===== src/rtl/gated_loop_pkg.sv =====
// Shared types and default parameters for the gated loop counter family.
// The FSM encoding is fixed at 2 bits so every file agrees on the state layout.
package gated_loop_pkg;

    typedef enum logic [1:0] {
        RUN   = 2'd0,
        STALL = 2'd1,
        DONE  = 2'd2
    } glc_state_t;

    localparam int GLC_W       = 11;
    localparam int GLC_I_INIT  = 1;
    localparam int GLC_I_LIMIT = 250;

endpackage


===== src/rtl/gated_accum_ch.sv =====
// One gated accumulator channel: counts each advancing step taken while the
// master index is at or below this channel's threshold.
module gated_accum_ch
    import gated_loop_pkg::*;
#(
    parameter int           W      = GLC_W,
    parameter int           I_INIT = GLC_I_INIT,
    parameter logic [W-1:0] GATE_K = W'(150)
) (
    input  logic         clk,
    input  logic         clr,
    input  logic         step,
    input  logic [W-1:0] i,
    output logic [W-1:0] sn,
    output logic         inv_ok
);

    // Count reached once the index has passed the gate: one per index value I_INIT..GATE_K.
    localparam logic [W-1:0] SN_FINAL = W'(int'(GATE_K) - I_INIT + 1);

    logic [W-1:0] sn_reg;
    logic         in_gate;

    assign in_gate = (i <= GATE_K);

    always_ff @(posedge clk) begin
        if (clr) begin
            sn_reg <= '0;
        end else if (step && in_gate) begin
            sn_reg <= sn_reg + 1'b1;
        end
    end

    assign sn     = sn_reg;
    assign inv_ok = in_gate || (sn_reg == SN_FINAL);

endmodule


===== src/rtl/gated_loop_counter.sv =====
// Master loop index with stall/restart control and NCH gated accumulators.
// The index freezes at I_LIMIT+1, which also drives the FSM into DONE.
module gated_loop_counter
    import gated_loop_pkg::*;
#(
    parameter int                 W       = GLC_W,
    parameter int                 NCH     = 2,
    parameter int                 I_INIT  = GLC_I_INIT,
    parameter int                 I_LIMIT = GLC_I_LIMIT,
    parameter logic [NCH*W-1:0]   GATE    = {W'(200), W'(150)}
) (
    input  logic             clk,
    input  logic             rst,
    input  logic             selector,
    input  logic             restart,
    output logic [W-1:0]     i,
    output logic [NCH*W-1:0] sn,
    output logic             done,
    output logic             stalled,
    output logic [NCH-1:0]   inv_ok,
    output logic             inv_err
);

    localparam logic [W-1:0] INIT_W  = W'(I_INIT);
    localparam logic [W-1:0] LIMIT_W = W'(I_LIMIT);

    if (I_LIMIT + 1 >= 2**W) begin : g_chk_width
        $error("gated_loop_counter: I_LIMIT+1 does not fit in W bits");
    end
    if (I_INIT > I_LIMIT) begin : g_chk_init
        $error("gated_loop_counter: I_INIT exceeds I_LIMIT");
    end

    glc_state_t   state_reg, state_next;
    logic [W-1:0] i_reg, i_next;
    logic         inv_err_reg;
    logic         clr;
    logic         adv;
    logic         step;

    assign clr  = rst || restart;
    assign adv  = selector && (state_reg != DONE);
    assign step = adv && (i_reg <= LIMIT_W);

    always_comb begin
        i_next     = i_reg;
        state_next = state_reg;
        if (step) begin
            i_next = i_reg + 1'b1;
        end
        if (state_reg == DONE) begin
            state_next = DONE;
        end else if (i_next > LIMIT_W) begin
            state_next = DONE;
        end else if (!selector) begin
            state_next = STALL;
        end else begin
            state_next = RUN;
        end
    end

    always_ff @(posedge clk) begin
        if (clr) begin
            i_reg       <= INIT_W;
            state_reg   <= RUN;
            inv_err_reg <= 1'b0;
        end else begin
            i_reg       <= i_next;
            state_reg   <= state_next;
            inv_err_reg <= inv_err_reg | ~(&inv_ok);
        end
    end

    for (genvar gi = 0; gi < NCH; gi++) begin : g_ch
        if ((int'(GATE[gi*W +: W]) < I_INIT) || (int'(GATE[gi*W +: W]) > I_LIMIT)) begin : g_chk_gate
            $error("gated_loop_counter: GATE slice outside [I_INIT, I_LIMIT]");
        end

        gated_accum_ch #(
            .W      (W),
            .I_INIT (I_INIT),
            .GATE_K (GATE[gi*W +: W])
        ) u_ch (
            .clk    (clk),
            .clr    (clr),
            .step   (step),
            .i      (i_reg),
            .sn     (sn[gi*W +: W]),
            .inv_ok (inv_ok[gi])
        );
    end

    assign i       = i_reg;
    assign done    = (state_reg == DONE);
    assign stalled = (state_reg == STALL);
    assign inv_err = inv_err_reg;

endmodule


===== config.mk =====
export PLATFORM = sky130hd
export DESIGN_NAME = gated_loop_counter
export DESIGN_NICKNAME = d
export VERILOG_FILES = /design/src/rtl/gated_loop_pkg.sv /design/src/rtl/gated_accum_ch.sv /design/src/rtl/gated_loop_counter.sv
export SDC_FILE = /design/constraint.sdc
export NUM_CORES = 1
export LEC_CHECK = 0
export ABC_AREA = 1
export CORE_MARGIN = 1
export CORE_UTILIZATION = 52
export DETAILED_ROUTE_END_ITERATION = 12
export GPL_ROUTABILITY_DRIVEN = 0
export GPL_TIMING_DRIVEN = 0
export PLACE_DENSITY = 0.8
export SLEW_MARGIN = 20
export SYNTH_ARGS = -nofsm -noshare
export SYNTH_HDL_FRONTEND = slang
export SYNTH_SLANG_ARGS = --single-unit

===== constraint.sdc =====
create_clock -name clk -period 1.98 [get_ports clk]
set_input_delay 0.594 -clock clk [delete_from_list [all_inputs] [get_ports clk]]
set_output_delay 0.594 -clock clk [all_outputs]
set_load 0.1 [all_outputs]

==> results of run 1 <==
cells in the mapped netlist:
cell type      count
nand2_1           71
o21ai_2            1
and3_1             1
nand3b_1           3
nor3b_1            1
nor4_1             4
inv_2              6
dfxtp_1           36
xnor2_1            1
nor3_2             1
clkbuf_1           2
a21oi_2            1
o41ai_1            1
o31ai_2            1
a31oi_1            1
nor3_1            10
o21ai_0            9
xor2_1            11
nand2_2            8
or2_0              1
buf_4              5
buf_6              2
nor2_1            34
dlygate4sd1_1      1
a21oi_1           24
clkinv_1           1
nor3b_2            1
inv_1             41
nand4_1            6
nand3_2            2
nor2_2             3
o21a_1             2
ha_1               6
nand3_1           18
power by group through the flow:
stage	Clock, W	Combinational [W]	Sequential, W
6_report	0.000554	0.000178	0.000729
5_1_grt	0.000597	0.000192	0.000730
4_1_cts	0.000565	0.000174	0.000730
3_5_place_dp	0	0.000162	0.000747
3_3_place_gp	0	0.000160	0.000747
2_1_floorplan	0	0.0000721	0.000794
cell families after synthesis:
| logic type | Yosys count | synth area share |
|---|---|---|
| AO/OA/AOI/OAI | 40 | 0.1056 |
| AND/OR/NAND/NOR | 164 | 0.3519 |
| buffers and inverters | 58 | 0.1202 |
| flip-flops | 36 | 0.3378 |
| adder cells (fa/ha/maj) | 6 | 0.03519 |
| XOR/XNOR | 12 | 0.04927 |
how the worst max path moves through the flow:
stage | from | end | slack (ns) | depth (start not counted)
after floorplan | i[2] | inv_ok[0] | -0.21 | 8
after global placement | i[2] | inv_ok[0] | -1.01 | 9
after detailed placement | i[2] | inv_ok[1] | -1.02 | 8
after CTS | i[2] | inv_ok[0] | -0.34 | 9
after global routing | i[3] | inv_ok[1] | -0.34 | 8
final | i[7] | inv_ok[1] | -0.28 | 8
metrics by stage:
stage,setup WS [ns],std cells,total power (W)
floorplan,-0.2089,316,0.0008663
global placement,-1.014,405,0.0009068
detailed placement,-1.020,405,0.0009089
CTS,-0.3353,420,0.001468
global route,-0.3427,422,0.001519
finish,-0.2800,422,0.001462
area by class of cell:
| cell class | instances | share of cell area |
|---|---|---|
| repair buffers | 51 | 0.1689 |
| inverters | 48 | 0.06343 |
| clock buffers | 7 | 0.02842 |
| multi-input cells | 222 | 0.4325 |
| flip-flops and latches | 36 | 0.2607 |
| repair inverters | 1 | 0.001647 |
| well taps | 48 | 0.01977 |
| clock inverters | 1 | 0.002059 |
| plain buffers | 8 | 0.02265 |
repair_timing:
| item | 4_1_cts | 5_1_grt |
|---|---|---|
| setup endpoints to repair | 43 | 28 |
| gates resized for setup | 137 | 42 |
| cloned | 0 | 1 |
| buffers inserted | 8 | 2 |
| pin swaps | 7 | 13 |
routing by layer:
layer  up-vias  share of wire  GRT usage
li1       1120              -          -
met1       992           0.44     0.3157
met2        68           0.50     0.4592
met3         8          0.054    0.04310
met4         0          0.012     0.1064
met5         -              0          0
worst min-delay path, cell delays in order (launching register included):
cell and delay, ns:
dfxtp_2 0.33, nand2_1 0.06, a21oi_1 0.05
==> results.md, run 1 <==
Critical path:
- Traced cell by cell, the critical path runs through inv_2, nor2_2, nand4_1, o21ai_2, inv_2, o41ai_4, buf_6, buf_12.
- Data arrives at the worst endpoint at 1.67 ns.
- In this run the critical register-to-register path is launched from i[0].
- The number of cell instances on the worst register-to-register path is 15.
- The worst reg2reg path endpoint is state_reg[0].
- The most frequent cell on the critical path is inv_2.
- The kind of capture point of the worst setup path is a primary output.
- Along the worst path, the maximum fanout reaches 4.
- The required time of the critical path is 1.39 ns.
- The number of buffers and inverters on the critical path is 4.
- The cell family contributing the most delay on the critical path is buffers and inverters.
- For this run, the slowest stage of the critical path takes roughly 0.38 ns.
- The slowest stage cell on the critical path is dfxtp_4.
- The type of element launching the critical path is a flop.
- The critical path in this run is classified as flop to primary output.
- The worst-case register-to-register setup slack is roughly 0.23 ns.

Floorplan:
- The overall die width is approximately 66 um.
- The number of ports placed on the die boundary is 42.
- The floorplan has 22 rows.
- Measured along the y axis, the die boundary spans 66.05 um.
- The effective utilization at floorplan is 0.5616.
- The total area inside the core boundary comes to approximately 3800 um2.
- The die covers approximately 4400 um2.

Synthesis:
- In the post-synthesis netlist, the biggest area contributors are dfxtp_1, nand2_1, inv_1.
- The Yosys step of the flow raised 0 warnings.
- Of the synthesized area, sequential elements account for 0.3378.
- The netlist uses 34 different library cells.
- The synthesized area divided by synthesized cell count is between 6 and 7 um2.
- The share of synthesized area in the top cell type comes to 0.3378.
- Synthesis handed over a netlist of 316 instances.
- In this run the cell area of the synthesized design comes to approximately 2100 um2.
- After synthesis the netlist holds a flip-flop and latch count of 36.
- When the netlist entered floorplanning its net count stood at between 300 and 400.
- Summed over all instances, the cell type with the most area after synthesis is dfxtp_1.

Power:
- Of the total power, the clock network draws 0.379.
- The total leakage power is 1.150 nW.
- The power density of the placed cells is 481.1 nW/um2.
- Of the total power, the share spent switching nets is 0.2822.
- Summed over all nets, the switching power comes to a little over 0.0004 W.
- The internal power is 0.001049 W.
- IR analysis of the VDD net gives a maximum drop of 0.5201 mV.
- The share of total power dissipated in sequential elements is 0.499.
- The share of total power dissipated in combinational logic is 0.122.

CTS:
- TritonCTS built the clock tree.
- The clock insertion delay at the later pin of the skew report is 0.29 ns.
- After clock tree synthesis, the clock-pin slew on the worst setup and hold paths is 0.07 ns.
- No sink is reached through more buffers than the 2 on the longest clock path.
- The number of hold buffers added after CTS was 0.
- The root buffer cell chosen for the clock tree is clkbuf_8.
- The TritonCTS buffer count is 5.
- CTS saw 36 sinks.
- The maximum level of the CTS H-tree is 2.

Layout:
- The most frequent standard cell in the layout excluding fill and tap cells is nand2_1.
- The area of the multi-input gates is 1314 um2.
- The filler cells instantiated in the layout total 282.
- The flip-flop count of the largest register after layout is 22.
- The post-route standard cell area excluding fillers is 3038 um2.
- In the final layout, flip-flops and latches occupy roughly 790 um2.
- The signed area change from the synthesized netlist to the final layout is 42.40%.
- The count of inserted antenna diode cells is 0.
- In the final layout, the share of cells above drive strength 1 is 0.3904.
- For this run, the share of the core covered by cells in the final layout is 0.7997.
- In the layout the commonest cells are nand2_1, inv_1, clkdlybuf4s15_2.
- The net count reported at finish is 383.

Route:
- The number of DRC violations after detailed-routing iteration 0 is 84.
- The overall via count from detail_route is ~2200.
- The DRC violation count after routing is 0.
- After detailed routing, the number of vias per cell comes to 5.185.
- The routed design has 5.445 mm of wire.
- In this run the remaining antenna-violating nets after routing total 0.
- The length of the first detailed-routing pass in iterations is 4.
- Dividing the detail-routed wire length by the instance count gives approximately 13 um.

Global routing:
- The via count of the first global-routing pass is ~2100.
- The first global-routing pass estimated 8.721 mm of wire.
- Summed over all layers, the global routing overflow is 0.
- The initial antenna violation count is 0.
- Entering global routing, the biggest net connects 12 pins.
- For this run, the total global-route usage over all layers was measured as 0.2624.

Timing:
- The slew at the pin closest to its max-slew limit is 0.5530 ns.
- Of the available clock period, the critical path in the final layout requires 1.141.
- In the post-route analysis, the smallest setup slack over all paths is -0.2800 ns.
- The headroom to the max-slew limit is 0.6331.
- Setup repair after global routing could not meet its margin everywhere.
- The total of endpoints with negative setup slack in the final report is 2.
- For the finished layout, the period the worst path requires is between 2 and 2.5 ns.
- Hold timing on the final database bottoms out at a slack of 0.4747 ns.
- The final-report hold violation count is 0.
- Derived from the worst setup path, the maximum achievable clock frequency is between 0.4 and 0.5 GHz.
- After routing, the total negative slack on setup checks comes to -0.5298 ns.
- The number of max-slew violations in the final report is 0.
- The worst clock skew on the final layout is 0.006113 ns.

Hold path:
- For hold timing, the worst endpoint is g_ch[1].u_ch.sn[9].
- In this run the worst hold path is classified as flop to flop.
- In this run the most critical hold path is launched from g_ch[1].u_ch.sn[9].
- The worst hold path passes through 2 cells.

Place:
- The count of input and output buffers is 41.
- The HPWL after detailed placement is 3.737 mm.
- The post-placement cell area is 2696 um2.

Run status:
- The checks that failed: negative setup slack.
- The flow ran to the end, but the final reports show violations.

Job:
- The number of violations of the max-capacitance limit is 0.
Power figures use the tool's default switching activity.
==> run 2, diff against run 1 <==
ABC_CLOCK_PERIOD_IN_PS = 1980   (was unset)
CELL_PAD_IN_SITES_DETAIL_PLACEMENT = 1   (was unset)
CELL_PAD_IN_SITES_GLOBAL_PLACEMENT = 1   (was unset)
CORE_UTILIZATION = 36   (was 52)
PLACE_DENSITY = unset   (was 0.8)
PLACE_DENSITY_LB_ADDON = 0.1   (was unset)
==> run 2 against run 1 <==
Compared with the run above: the run still ends with negative setup slack left; combinational power is 3% higher; via count is 3.4% higher; hold slack worse by 0.0028 ns.
==> results.md, run 2 (synthesized netlist as in run 1, its figures left out) <==
Critical path:
- The maximum fanout along the worst path is 3 (-1).
- The buffers plus inverters on the worst setup path came to 4 (unchanged).
- The setup path with the least slack is of type flop to primary output.
- The maximum cell stage delay along the critical path is 0.35 ns (-0.03 ns).
- The largest individual stage delay along the critical path comes from the cell dfxtp_4.
- STA classifies the critical path endpoint as a primary output.
- In this design, the largest share of critical-path delay is due to buffers and inverters.
- The most frequent cell on the critical path is buf_6.
- The arrival time at the worst endpoint is 1.62 ns (-0.05 ns).
- The signal on the critical path passes through buf_6, nor2_4, nand4_1, o21ai_2, inv_2, o41ai_4, buf_6, buf_12.
- STA classifies the critical path startpoint as a flop.
- The depth of the critical timing path with buffers and inverters included came to 8 (unchanged).
- The required time of the critical path is 1.39 ns (about the same).
- The number of cell instances on the worst register-to-register path was 15 (unchanged).

Timing:
- Setup repair after global routing could not meet its margin everywhere.
- The final-report hold violation count was 0 (unchanged).
- The total of endpoints with negative setup slack in the final report was 2 (unchanged).
- The final critical delay including setup and external delays is 2.211 ns (-0.04894 ns).
- The highest attainable clock frequency is 0.4523 GHz (+2.2%).
- The headroom to the max-slew limit is 0.6328 (about the same).
- The post-route setup TNS is -0.4573 ns (+0.07252 ns).
- The number of max-slew violations in the final report is 0 (unchanged).
- The slew at the pin closest to its max-slew limit came to 0.5531 ns (+0.0001503 ns).
- The share of the clock period used by the worst path after layout was 1.117 (-0.02471).
- The final worst setup slack is -0.2311 ns (+0.04894 ns).
- The worst clock skew on the final layout came to 0.004783 ns (-0.001331 ns).

Layout:
- The net count reported at finish came to 381 (-0.52%).
- The area taken by flip-flops and latches is 787.0 um2 (-0.63%).
- From synthesis to final layout, the design area changed by 42.05%.
- The proportion of layout cells with a drive suffix above 1 is 0.3790 (-0.01134).
- Leaving out fill and tap cells, the most frequent cells in the layout are nand2_1, inv_1, clkdlybuf4s15_2.
- The flip-flop count of the largest register after layout is 22 (unchanged).
- The count of fill cells added during filler insertion is 711 (+150%).
- The count of inserted antenna diode cells is 0 (unchanged).
- The most frequent standard cell in the layout excluding fill and tap cells is nand2_1.
- The area of the multi-input gates is 1306 um2 (-0.57%).

Run status:
- The final reports fail on negative setup slack.
- The run finished, with violations left.

Hold path:
- The instance count along the most critical hold path was 2 (unchanged).
- The type of the worst min-delay path is flop to flop.

Floorplan:
- The floorplan core area is 5608 um2 (+48%).
- The effective utilization at floorplan came to 0.3804 (-0.1812).
- The number of ports placed on the die boundary is 42 (unchanged).
- The total number of placement rows was 27 (+23%).
- The overall die width is 78.98 um (+20%).
- The vertical die dimension is 78.98 um (+20%).
- The die area is 6238 um2 (+43%).

Route:
- The post-route antenna net violation count is 0 (unchanged).
- The DRC violation count after routing is 0 (unchanged).
- The overall via count from detail_route is 2262 (+3.4%).
- The post-detailed-routing wire length is 6.382 mm (+17%).
- The detail-routed via count per cell is 5.095 (-1.7%).
- The detailed-route wire length per cell was 14.37 um (+11%).
- The length of the first detailed-routing pass in iterations was 4 (unchanged).
- The number of DRC violations after detailed-routing iteration 0 was 103 (+23%).

Job:
- The number of violations of the max-capacitance limit came to 0 (unchanged).

Power:
- The highest ir drop seen on vdd is 0.2541 mV (-51%).
- The total design power came to 0.001425 W (-2.5%).
- The power density of the placed cells is 470.2 nW/um2 (-2.3%).
- The total leakage power is 1.130 nW (-1.7%).

CTS:
- The tree is rooted in a clkbuf_8.
- The clock transition time at the flip-flop clock pins of the worst setup and hold paths is 0.07 ns (about the same).
- The maximum level of the CTS H-tree came to 2 (unchanged).
- The number of buffers on the longest clock path is 2 (unchanged).
- The number of sinks driven by the clock tree is 36 (unchanged).
- The clock insertion delay at the later pin of the skew report is 0.29 ns (about the same).
- The hold-fix buffer count after cts was 0 (unchanged).
- The TritonCTS buffer count is 5 (unchanged).
- TritonCTS built the clock tree.

Place:
- The count of input and output buffers was 41 (unchanged).
- The half-perimeter wire length after detailed placement came to 4.515 mm (+21%).

Global routing:
- The via count of the first global-routing pass came to 2241 (+8.3%).
- The total grt overflow is 0 (unchanged).
- The global-route wire length before repair came to 10.75 mm (+23%).
- The initial antenna violation count came to 0 (unchanged).
- The largest net degree at the start of global routing is 11 (-1).
- The aggregate global-route resource usage was 0.2197 (-0.04268).
## run 2: cell types whose count changed in the layout (fill, tap and decap cells not counted), moves of 2 or more
cell     delta
buf_4       -2
dfxtp_2     +2
dfxtp_4     -2
inv_2       -2
nor2_1      -2
nor2_2      +2
o21ai_2     +2
## run 2: cell type report
type                            instances  share of cell area
Sequential cell                        36              0.2597
Multi-Input combinational cell        222              0.4310
Clock buffer                            7             0.02519
Inverter                               48             0.06441
Tap cell                               72             0.02973
Timing Repair Buffer                   49              0.1623
Clock inverter                          1            0.001239
Buffer                                  8             0.02395
Timing Repair inverter                  1            0.002477
## run 2: layer usage
metal  track usage  vias up  share of wire
li1              -     1112              -
met5             0        -              0
met1        0.2556     1093           0.41
met2        0.4103       47           0.54
met3       0.03793       10          0.037
met4       0.05636        0          0.015
## run 2: worst register-to-register path: stages (launching register included)
cell and delay, ns:
dfxtp_4 0.35, buf_6 0.12, buf_4 0.15, inv_1 0.05, nand2_1 0.04, nor2_1 0.08, nand2_1 0.07, nand3_2 0.14
buf_6 0.17, nand3_1 0.10, nand2_1 0.08, nand2_1 0.05, nand2_1 0.10, nand3_2 0.12, nand2_1 0.10, nor2_1 0.04
## run 2: report_power, final
part | total [W] | switching, W | internal, W | leakage, nW
clock network | 0.000510 | 0.000264 | 0.000245 | 0.0399
registers | 0.000732 | 0.0000130 | 0.000719 | 0.309
logic | 0.000183 | 0.000133 | 0.0000503 | 0.781
total | 0.00142 | 0.000410 | 0.00101 | 1.13
## run 2: timing repair
| action | 4_1_cts | 5_1_grt |
|---|---|---|
| gates cloned | 1 | 1 |
| setup buffers | 4 | 3 |
| resized for setup | 134 | 45 |
| endpoints found under the setup margin | 45 | 31 |
| pin swaps | 6 | 10 |
## run 2: metrics by stage
step | cells | utilization | hold WS, ns | setup WS (ns) | area (um2)
after global placement | 429 | 0.4862 | 0.4481 | -1.041 | 2726
final | 444 | 0.5404 | 0.4719 | -0.2311 | 3030
after CTS | 441 | 0.5250 | 0.4712 | -0.2955 | 2944
after global routing | 444 | 0.5404 | 0.4958 | -0.3279 | 3030
after detailed placement | 429 | 0.4862 | 0.4524 | -1.040 | 2726
after floorplan | 316 | - | 0.6275 | -0.2089 | 2226
## run 2: path summary, 6_finish.rpt
| kind | startpoint | endpoint | slack [ns] |
|---|---|---|---|
| worst min-delay path | i[9] | i[9] | 0.47 |
| worst min register to register | i[9] | i[9] | 0.47 |
| worst max register to register | i[2] | state_reg[0] | 0.13 |
| worst max-delay path | i[2] | inv_ok[1] | -0.23 |
==> run 3, diff against run 2 <==
CORE_UTILIZATION = 38   (was 36)
CTS_BUF_LIST = sky130_fd_sc_hd__clkbuf_4   (was unset)
==> run 3 against run 2 <==
Compared with the run above: the run still ends with negative setup slack left; first-iteration DRC count up 13%; combinational power shrank 8%; largest power group unchanged; cell count fell by 1.1%; sequential power about the same; count of clock-buffer cells in the layout down 1; non-clock buffer count fell by 2; hold slack better by 0.0051 ns; global-route usage down 0.50 points; maximum frequency fell by 4.2%; clock power is 20% lower; die area shrank 5.1%.
==> results.md, run 3 (synthesized netlist as in run 1, its figures left out) <==
Run status:
- The run finished, with violations left.
- The final reports fail on negative setup slack.

Layout:
- The count of inserted antenna diode cells is 0 (unchanged).
- Leaving out fill and tap cells, the most frequent cells in the layout are nand2_1, inv_1, clkdlybuf4s15_2.
- Compared with the post-synthesis result, the final layout area differs by 37.71%.
- The net count reported at finish is 378 (-0.79%).
- The post-route standard cell area excluding fillers is 2938 um2 (-3.1%).
- The proportion of layout cells with a drive suffix above 1 was 0.3686 (-0.01047).
- The most frequent standard cell in the layout excluding fill and tap cells is nand2_1.
- The end-of-flow core utilization is 0.5575 (+0.01707).
- The flip-flop count of the largest register after layout was 22 (unchanged).

Route:
- The overall via count from detail_route is 2157 (-4.6%).
- The length of the first detailed-routing pass in iterations was 4 (unchanged).
- The detail-routed via count per cell is 4.913 (-3.6%).
- The post-detailed-routing wire length is 5.966 mm (-6.5%).
- The DRC violation count after routing is 0 (unchanged).
- The number of DRC violations after detailed-routing iteration 0 is 116 (+13%).
- The post-route antenna net violation count came to 0 (unchanged).
- The detailed-route wire length per cell is 13.59 um (-5.5%).

Critical path:
- The required time of the critical path is 1.39 ns (about the same).
- The type of element launching the critical path is a flop.
- The type of the setup path with the least slack is flop to primary output.
- The maximum fanout along the worst path came to 4 (+1).
- The kind of capture point of the worst setup path is a primary output.
- The worst-case register-to-register setup slack is 0.16 ns (+0.03 ns).
- The arrival time at the worst endpoint came to 1.71 ns (+0.09 ns).

CTS:
- The number of buffers on the longest clock path was 2 (unchanged).
- The number of sinks driven by the clock tree came to 36 (unchanged).
- The clock transition time at the flip-flop clock pins of the worst setup and hold paths came to 0.11 ns (+0.04 ns).
- The cell sitting at the root of the clock tree is a clkbuf_4.
- The maximum level of the CTS H-tree came to 2 (unchanged).
- The TritonCTS clock tree is done.
- The TritonCTS buffer count is 5 (unchanged).
- The clock insertion delay at the later pin of the skew report is 0.35 ns (+0.06 ns).

Timing:
- The highest attainable clock frequency is 0.4332 GHz (-4.2%).
- Setup repair after global routing could not meet its margin everywhere.
- The final critical delay including setup and external delays is 2.308 ns (+0.09711 ns).
- The final-report hold violation count is 0 (unchanged).
- The hold slack is 0.4771 ns (+0.005149 ns).
- The share of the clock period used by the worst path after layout is 1.166 (+0.04904).
- The slew at the pin closest to its max-slew limit is 0.9489 ns (+0.3957 ns).
- The number of max-slew violations in the final report was 0 (unchanged).
- The total of endpoints with negative setup slack in the final report is 3 (+1).
- The worst clock skew on the final layout was 0.02112 ns (+0.01634 ns).
- The final worst setup slack is -0.3282 ns (-0.09711 ns).
- The headroom to the max-slew limit is 0.3699 (-0.2629).

Global routing:
- The aggregate global-route resource usage is 0.2147 (-0.005001).
- The via count of the first global-routing pass is 2169 (-3.2%).
- The largest net degree at the start of global routing was 12 (+1).
- The total grt overflow came to 0 (unchanged).
- The global-route wire length before repair is 10.12 mm (-5.8%).
- The initial antenna violation count is 0 (unchanged).

Floorplan:
- The vertical die dimension is 76.93 um (-2.6%).
- The total number of placement rows was 26 (-3.7%).
- The number of ports placed on the die boundary is 42 (unchanged).
- The effective utilization at floorplan came to 0.4048 (+0.02439).
- The die area is 5917 um2 (-5.1%).
- The floorplan core area is 5270 um2 (-6.0%).
- The overall die width came to 76.93 um (-2.6%).

Place:
- The half-perimeter wire length after detailed placement is 4.407 mm (-2.4%).
- The count of input and output buffers is 41 (unchanged).
- The post-placement cell area was 2724 um2 (about the same).

Power:
- The total design power came to 0.001308 W (-8.2%).
- The power density of the placed cells is 445.3 nW/um2 (-5.3%).
- The highest ir drop seen on vdd is 0.2266 mV (-11%).
- The total leakage power is 1.097 nW (-2.9%).

Hold path:
- The type of the worst min-delay path is flop to flop.

Job:
- The number of violations of the max-capacitance limit is 0 (unchanged).
## run 3: layer usage
metal / track usage / part of all wire / vias up
li1: - / - / 1112
met1: 0.2549 / 0.46 / 1011
met2: 0.3875 / 0.51 / 27
met3: 0.04048 / 0.022 / 7
met4: 0.06346 / 0.011 / 0
met5: 0 / 0 / -
## run 3: repair_timing
| item | CTS | global route |
|---|---|---|
| hold buffers | 0 | 0 |
| pin swaps | 7 | 7 |
| gates resized for setup | 135 | 35 |
| setup endpoints to repair | 45 | 22 |
| buffers inserted | 4 | 1 |
## run 3: cell type report
class | instances | area [um2]
plain buffers | 9 | 87.58
clock buffers | 6 | 45.04
clock inverters | 2 | 11.26
fillers | 679 | 2332
inverters | 48 | 190.2
multi-input cells | 222 | 1269
flip-flops and latches | 36 | 787.0
well taps | 70 | 87.58
repair buffers | 46 | 460.4
## run 3: worst paths after layout
| kind | startpoint | to | depth (start not counted) |
|---|---|---|---|
| max | i[2] | inv_ok[1] | 8 |
| min | g_ch[1].u_ch.sn[9] | g_ch[1].u_ch.sn[9] | 2 |
| max reg2reg | i[0] | state_reg[0] | 15 |
| min reg2reg | g_ch[1].u_ch.sn[9] | g_ch[1].u_ch.sn[9] | 2 |
## run 3: critical path, stage by stage (launching register included)
cell     delay, ns
dfxtp_4       0.36
buf_6         0.12
nor2_4        0.11
nand4_1       0.11
o21ai_2       0.21
inv_2         0.07
o41ai_4       0.07
buf_6         0.15
buf_12        0.16
## run 3: where the power goes
part | internal (W) | leakage [nW] | switching [W]
registers | 0.000719 | 0.309 | 0.0000128
logic | 0.0000432 | 0.759 | 0.000126
clock network | 0.000149 | 0.0293 | 0.000258
total | 0.000911 | 1.10 | 0.000397
## run 3: stage by stage
stage	cells	setup slack (ns)	setup TNS [ns]
after CTS	438	-0.3877	-2.112
after global routing	439	-0.4935	-1.275
after detailed placement	427	-1.014	-14.76
after floorplan	316	-0.2089	-0.2803
final	439	-0.3282	-0.9160
after global placement	427	-1.011	-13.95
